### src/rtl/rf_write_arbiter.sv
// Two-requester register-file write-port arbiter: round-robin on conflict,
// registered write outputs with x0 suppression and a saturating conflict counter.
module rf_write_arbiter #(
  parameter int unsigned DATA_W = 32,
  parameter int unsigned ADDR_W = 5,
  parameter int unsigned CNT_W  = 16
) (
  input  logic              clk,
  input  logic              reset,
  input  logic              arb_enable,
  input  logic              req0_valid,
  input  logic [ADDR_W-1:0] req0_addr,
  input  logic [DATA_W-1:0] req0_data,
  input  logic              req1_valid,
  input  logic [ADDR_W-1:0] req1_addr,
  input  logic [DATA_W-1:0] req1_data,
  output logic              req0_ready,
  output logic              req1_ready,
  output logic [ADDR_W-1:0] a3,
  output logic [DATA_W-1:0] write_data,
  output logic              write_enable,
  output logic [CNT_W-1:0]  conflict_cnt
);

  localparam logic [CNT_W-1:0] CNT_MAX = {CNT_W{1'b1}};

  logic              r_prio;
  logic [ADDR_W-1:0] r_a3;
  logic [DATA_W-1:0] r_write_data;
  logic              r_write_enable;
  logic [CNT_W-1:0]  r_conflict_cnt;

  logic w_both;
  logic w_grant0;
  logic w_grant1;

  // Grants are combinational; r_prio breaks ties and reset forces both low.
  assign w_both   = req0_valid & req1_valid;
  assign w_grant0 = reset & arb_enable & req0_valid & (~req1_valid | ~r_prio);
  assign w_grant1 = reset & arb_enable & req1_valid & (~req0_valid |  r_prio);

  assign req0_ready   = w_grant0;
  assign req1_ready   = w_grant1;
  assign a3           = r_a3;
  assign write_data   = r_write_data;
  assign write_enable = r_write_enable;
  assign conflict_cnt = r_conflict_cnt;

  // Write port capture; address 0 is accepted but never strobed.
  always_ff @(posedge clk or negedge reset) begin
    if (!reset) begin
      r_a3           <= '0;
      r_write_data   <= '0;
      r_write_enable <= 1'b0;
    end else if (w_grant0) begin
      r_a3           <= req0_addr;
      r_write_data   <= req0_data;
      r_write_enable <= |req0_addr;
    end else if (w_grant1) begin
      r_a3           <= req1_addr;
      r_write_data   <= req1_data;
      r_write_enable <= |req1_addr;
    end else begin
      r_write_enable <= 1'b0;
    end
  end

  // Priority passes to the loser of a granted conflict; counter saturates.
  always_ff @(posedge clk or negedge reset) begin
    if (!reset) begin
      r_prio         <= 1'b0;
      r_conflict_cnt <= '0;
    end else begin
      if (w_both && (w_grant0 || w_grant1)) begin
        r_prio <= w_grant0;
      end
      if (w_both && (r_conflict_cnt != CNT_MAX)) begin
        r_conflict_cnt <= r_conflict_cnt + CNT_W'(1);
      end
    end
  end

endmodule

### config.mk
export PLATFORM = sky130hd
export DESIGN_NAME = rf_write_arbiter
export DESIGN_NICKNAME = d
export VERILOG_FILES = /design/src/rtl/rf_write_arbiter.sv
export SDC_FILE = /design/constraint.sdc
export NUM_CORES = 1
export LEC_CHECK = 0
export CAP_MARGIN = 20
export CELL_PAD_IN_SITES_DETAIL_PLACEMENT = 0
export CELL_PAD_IN_SITES_GLOBAL_PLACEMENT = 1
export CORE_ASPECT_RATIO = 1.25
export CORE_UTILIZATION = 26
export CTS_CLUSTER_SIZE = 24
export DETAILED_ROUTE_END_ITERATION = 8
export PLACE_DENSITY_LB_ADDON = 0.1
export SYNTH_ARGS = -nofsm -noshare
export SYNTH_HDL_FRONTEND = slang
export SYNTH_SLANG_ARGS = --single-unit
### constraint.sdc
create_clock -name clk -period 1.76 [get_ports clk]
set_clock_uncertainty 0.15 [all_clocks]
set_input_delay 0.264 -clock clk [delete_from_list [all_inputs] [get_ports clk]]
set_output_delay 0.264 -clock clk [all_outputs]
set_load 0.005 [all_outputs]
======== Yosys cells after proc, flatten, opt, wreduce, memory -nomap -nowiden ========
Cells that the tools add are included.
operators by class
  add/sub/neg operators ................... 1
  equality and inequality tests ........... 1
  muxes and demuxes ....................... 6
  bitwise gates (word level) .............. 11
  reduce and logical (&&, ||, !) cells .... 6
operators by type and width
  kind                                            count
  2-to-1 mux 32 bit                               2
  adder 16 x 1 -> 16 bit (second input constant)  1
  inequality test 16 bit (second input constant)  1
  2-to-1 mux 5 bit                                2
  OR reduction 5 bit                              2
  bitwise AND 1 bit                               6
  inverter 1 bit                                  3
  logical AND 1 bit                               2
  2-to-1 mux 1 bit                                2
  OR 1 bit                                        2
  nonzero test 2 bit                              1
  logical OR 1 bit                                1
word-level totals
  register bits after elaboration ......... 55
  bits of input ports ..................... 79
  output and inout port bits .............. 56
  logic and storage cells ................. 30

======== Depth between registers and ports, before layout ========
Gate-level depths: netlist (run 1).
  word-level depth ........................ 5
  gate-level depth with buffers ........... 6
  mapped depth without buffers ............ 5

======== Worst setup path before layout (run 1) ========
OpenSTA, ideal clock, no wires.
  path type ............................... flip-flop to flip-flop
  from .................................... register r_conflict_cnt[0] (netlist: conflict_cnt[0])
  to ...................................... register r_conflict_cnt[1] (netlist: conflict_cnt[1])
  setup time .............................. 0.125 ns
  arrival ................................. 1.512 ns
  data required time ...................... 1.485 ns
  slack ................................... -0.027 ns
  stages on the path, launching flop included .. 5
  buffers on the path ..................... 0
  period minus slack after synthesis ...... 1.787 ns
  cells stage by stage .................... dfrtp_1 > ha_1 > nand4_1 > o41a_1 > mux2_4
between the ends
  word-level cells in the longest chain between the ends .. 2
  elaborated cells between the ends (all ways) .. 3
  classes of those cells .................. 1 x add/sub; 1 x eq/ne; 1 x reduce/logical
ends and longest elaborated chain
  what                                                                            line  RTL
  from (decl)                                                                     31    logic [CNT_W-1:0] r_conflict_cnt;
  from (signal assigned)                                                          78    r_conflict_cnt <= r_conflict_cnt + CNT_W'(1);
  parallel branches: the longest is 2 deep, another holds adder 16 x 1 -> 16 bit  n/a
Several ways; the timed one is not identified.
A chain may end at the register's enable or synchronous reset.

======== Worst setup path in the final report (run 1) ========
  from .................................... register r_conflict_cnt[1] (netlist: conflict_cnt[1])
  to ...................................... register r_conflict_cnt[5] (netlist: conflict_cnt[5])
The elaborated chain is that of the path after synthesis.

==> flow_summary.ini, run 1 <==
[layout]
final_area_sq_um = 4640
syn2layout_area_growth_pct = 79.3
drive_above_1_share_pct = 15.1
num_antenna_cells = 0
nets = 498
layout.cells.non_filler = 544

[timing]
period_share_pct = 101
hold_violations = 0
worst_slack_ns = -0.0158
grt_setup_unrepaired = true
max_freq_mhz = 563
fin_crit_ns = 1.78
drv_slew = 0
tightest_slew_ns = 0.631
slew_headroom_pct = 58.0
setup_viol = 2
fin_hold_ws_ns = 0.00749

[routing]
vias_per_cell = 4.54
remaining_drc_errors = 0
wl_per_cell_microns = 14.7
vias = 2468
first_pass_iters = 4
dr.first_iter.drc_count = 75
drt-total-wl_microns = 8000
ant_nets = 0

[worst_hold_path]
hold_path.class = in2async

[outcome]
status = finished with violations
violations = setup timing

[global_route]
top_usage_layer = met2
use_met2_pct = 27.5
grt_pass1_wl_microns = 12600
grt_max_degree = 48
antenna_found_initial = 1
track_usage_pct = 15.8
grt_pass1_vias = 2482
grtUsageMet3_pct = 4.27
grtUsageMet1_pct = 18.9
grt_overflow_total = 0

[clock_tree]
cts_root_buffer = clkbuf_16
cts.sinks = 55
clkLatencyLatePin_ns = 0.29
cts_buffers = 5
cts_tree = done
h-tree-depth = 2
clockBufferDepth = 2
clk_pin_slew_ns = 0.07

[synth]
yosys.cell_count.top_type = dfrtp_1
yosysSeqAreaShare_pct = 53.2
synth_flop_cell = dfrtp_1
avgSynthCellArea_sq_um = 10.5
yosysWarnings = 0
synth.distinct_cells = 30
syn_inst = 247
synthTopCellsByCount = dfrtp_1, nor2_1, a21oi_1, mux2i_1
postSynth.asyncResetShare_pct = 100
syn_nets = 327
ys_seq_elements = 55
yosys-top-cells-area = dfrtp_1, mux2i_1, a21oi_1
synth_edf_count = 0
yosys.area.top_type = dfrtp_1
synth_area_sq_um = 2590
synth_top_area_share_pct = 53.2

[die]
core_area_sq_um = 9660
dieHeight_microns = 114
die_w_microns = 91.3
pin_count = 135
rows = 40
initial_core_util_pct = 26.8
dieArea_sq_um = 10400

[place]
dp_hpwl_microns = 5820
dp.cells = 530
gp_congestion = 0.764
portBuffers = 134
post_dp_cell_area_sq_um = 4310

[setup_path]
crit_path_start_kind = register
ff2ff_setup_slack_ns = -0.02
required_ns = 1.79
cp-end-kind = register
r2r_cells = 7
setup.worst_path.class = reg2reg
critPathMaxFanout = 3
crit_arrival_ns = 1.81

[pwr]
power_density_nw_per_um2 = 1040
p_leak_nw = 2.18
p_clk_share_pct = 23.0
ir_drop_mv = 0.591
p_total_mw = 4.82
pwr-share-comb_pct = 38.2
power_frac_seq_pct = 38.8
switchingPower_mw = 1.29
intPower_mw = 3.53
swShare_pct = 26.7

[run]
max-cap-violations = 0
## worst max-delay path: stages (launching register included)
cell     delay (ns)
dfrtp_1        0.37
ha_2           0.20
nand4_1        0.15
buf_4          0.19
o41ai_4        0.25
buf_4          0.19
nor2_2         0.04
xor2_1         0.13
## cell families (layout without fill, tap and decap cells)
logic type                 after synthesis  count (layout)  share of synthesized area (%)
AOI/OAI and AO/OA                       43              43                           9.18
DFF                                     55              55                           53.2
xor gates and xnor gates                15              15                           5.08
adders and majority gates                1               1                          0.483
and+or+nand+nor                         80              80                           14.6
buffers and inverters                   15             186                           2.56
muxes                                   38              38                           14.9
## cell type report
cell class | instances | area (sq um)
flip-flops and latches | 55 | 1380
fillers | 935 | 5020
clock inverters | 1 | 30.0
clock buffers | 6 | 129
inverters | 3 | 11.3
multi-input cells | 177 | 1250
well taps | 126 | 158
repair buffers | 176 | 1690
## layout by cell type (no fill, tap or decap), types with 4 or more instances in the layout
| master | Yosys | routed |
|---|---|---|
| a21oi_1 | 37 | 37 |
| buf_4 | 2 | 35 |
| buf_6 | 0 | 5 |
| clkbuf_16 | 0 | 5 |
| clkdlybuf4s50_1 | 0 | 127 |
| dfrtp_1 | 55 | 55 |
| mux2i_1 | 37 | 37 |
| nand2_1 | 8 | 8 |
| nand3_1 | 4 | 4 |
| nand4_1 | 8 | 8 |
| nor2_1 | 42 | 41 |
| xnor2_1 | 7 | 7 |
| xor2_1 | 8 | 8 |
## per-layer routing
metal	part of all wire, %	wire, microns
met1	42	3390
met2	50	4010
met3	5.7	454
met4	1.7	136
met5	0.16	13
## per-stage QoR
stage	TNS [ns]	setup slack (ns)	util, %
finish	-0.0195	-0.0158	48.1
global route	-0.367	-0.0902	48.1
CTS	-0.177	-0.159	46.9
detailed placement	-14.46	-0.344	44.6
global placement	-14.38	-0.327	44.6
floorplan	-0.00883	-0.00883	-
## path summary, 6_finish.rpt
check                           startpoint          endpoint
max                        conflict_cnt[1]   conflict_cnt[5]
min                                  reset    write_data[25]
max reg2reg                conflict_cnt[1]   conflict_cnt[5]
min reg2reg                conflict_cnt[3]   conflict_cnt[3]
max in group asynchronous            reset  conflict_cnt[14]
min in group clk                arb_enable            r_prio
## registers in the layout (all words and copies together), names as in the netlist
| signal | count |
|---|---|
| a3 | 5 |
| conflict_cnt | 16 |
| r_prio | 1 |
| write_data | 32 |
| write_enable | 1 |
## timing repair
item | in CTS | in global routing
setup buffers | 3 | 4
pin swaps | 1 | 10
hold buffers | 1 | 0
endpoints found under the setup margin | 12 | 12
hold endpoints to repair | 8 | 0
resized for setup | 9 | 20
## power by group through the flow
stage	combinational [mW]	sequential (mW)	clock [mW]
6_report	1.84	1.87	1.11
5_1_grt	2.00	1.93	1.20
4_1_cts	1.86	1.87	1.15
3_5_place_dp	1.83	1.90	0
3_3_place_gp	1.81	1.89	0
2_1_floorplan	0.552	1.93	0
(Power assumes the default switching activity.)
==> inputs of run 2 (changes only) <==
--- a/config.mk
+++ b/config.mk
@@ -5,7 +5,6 @@
 export SDC_FILE = /design/constraint.sdc
 export NUM_CORES = 1
 export LEC_CHECK = 0
-export CAP_MARGIN = 20
 export CELL_PAD_IN_SITES_DETAIL_PLACEMENT = 0
 export CELL_PAD_IN_SITES_GLOBAL_PLACEMENT = 1
 export CORE_ASPECT_RATIO = 1.25
==> results of run 2 <==
No change in the layout: final DEF, timing and power equal those of run 1.
==> inputs of run 3 (changes only) <==
--- a/config.mk
+++ b/config.mk
@@ -9,7 +9,7 @@
 export CELL_PAD_IN_SITES_GLOBAL_PLACEMENT = 1
 export CORE_ASPECT_RATIO = 1.25
 export CORE_UTILIZATION = 26
-export CTS_CLUSTER_SIZE = 24
+export CTS_CLUSTER_SIZE = 40
 export DETAILED_ROUTE_END_ITERATION = 8
 export PLACE_DENSITY_LB_ADDON = 0.1
 export SYNTH_ARGS = -nofsm -noshare
==> results of run 3 <==
No change in the layout: final DEF, timing and power equal those of run 1.
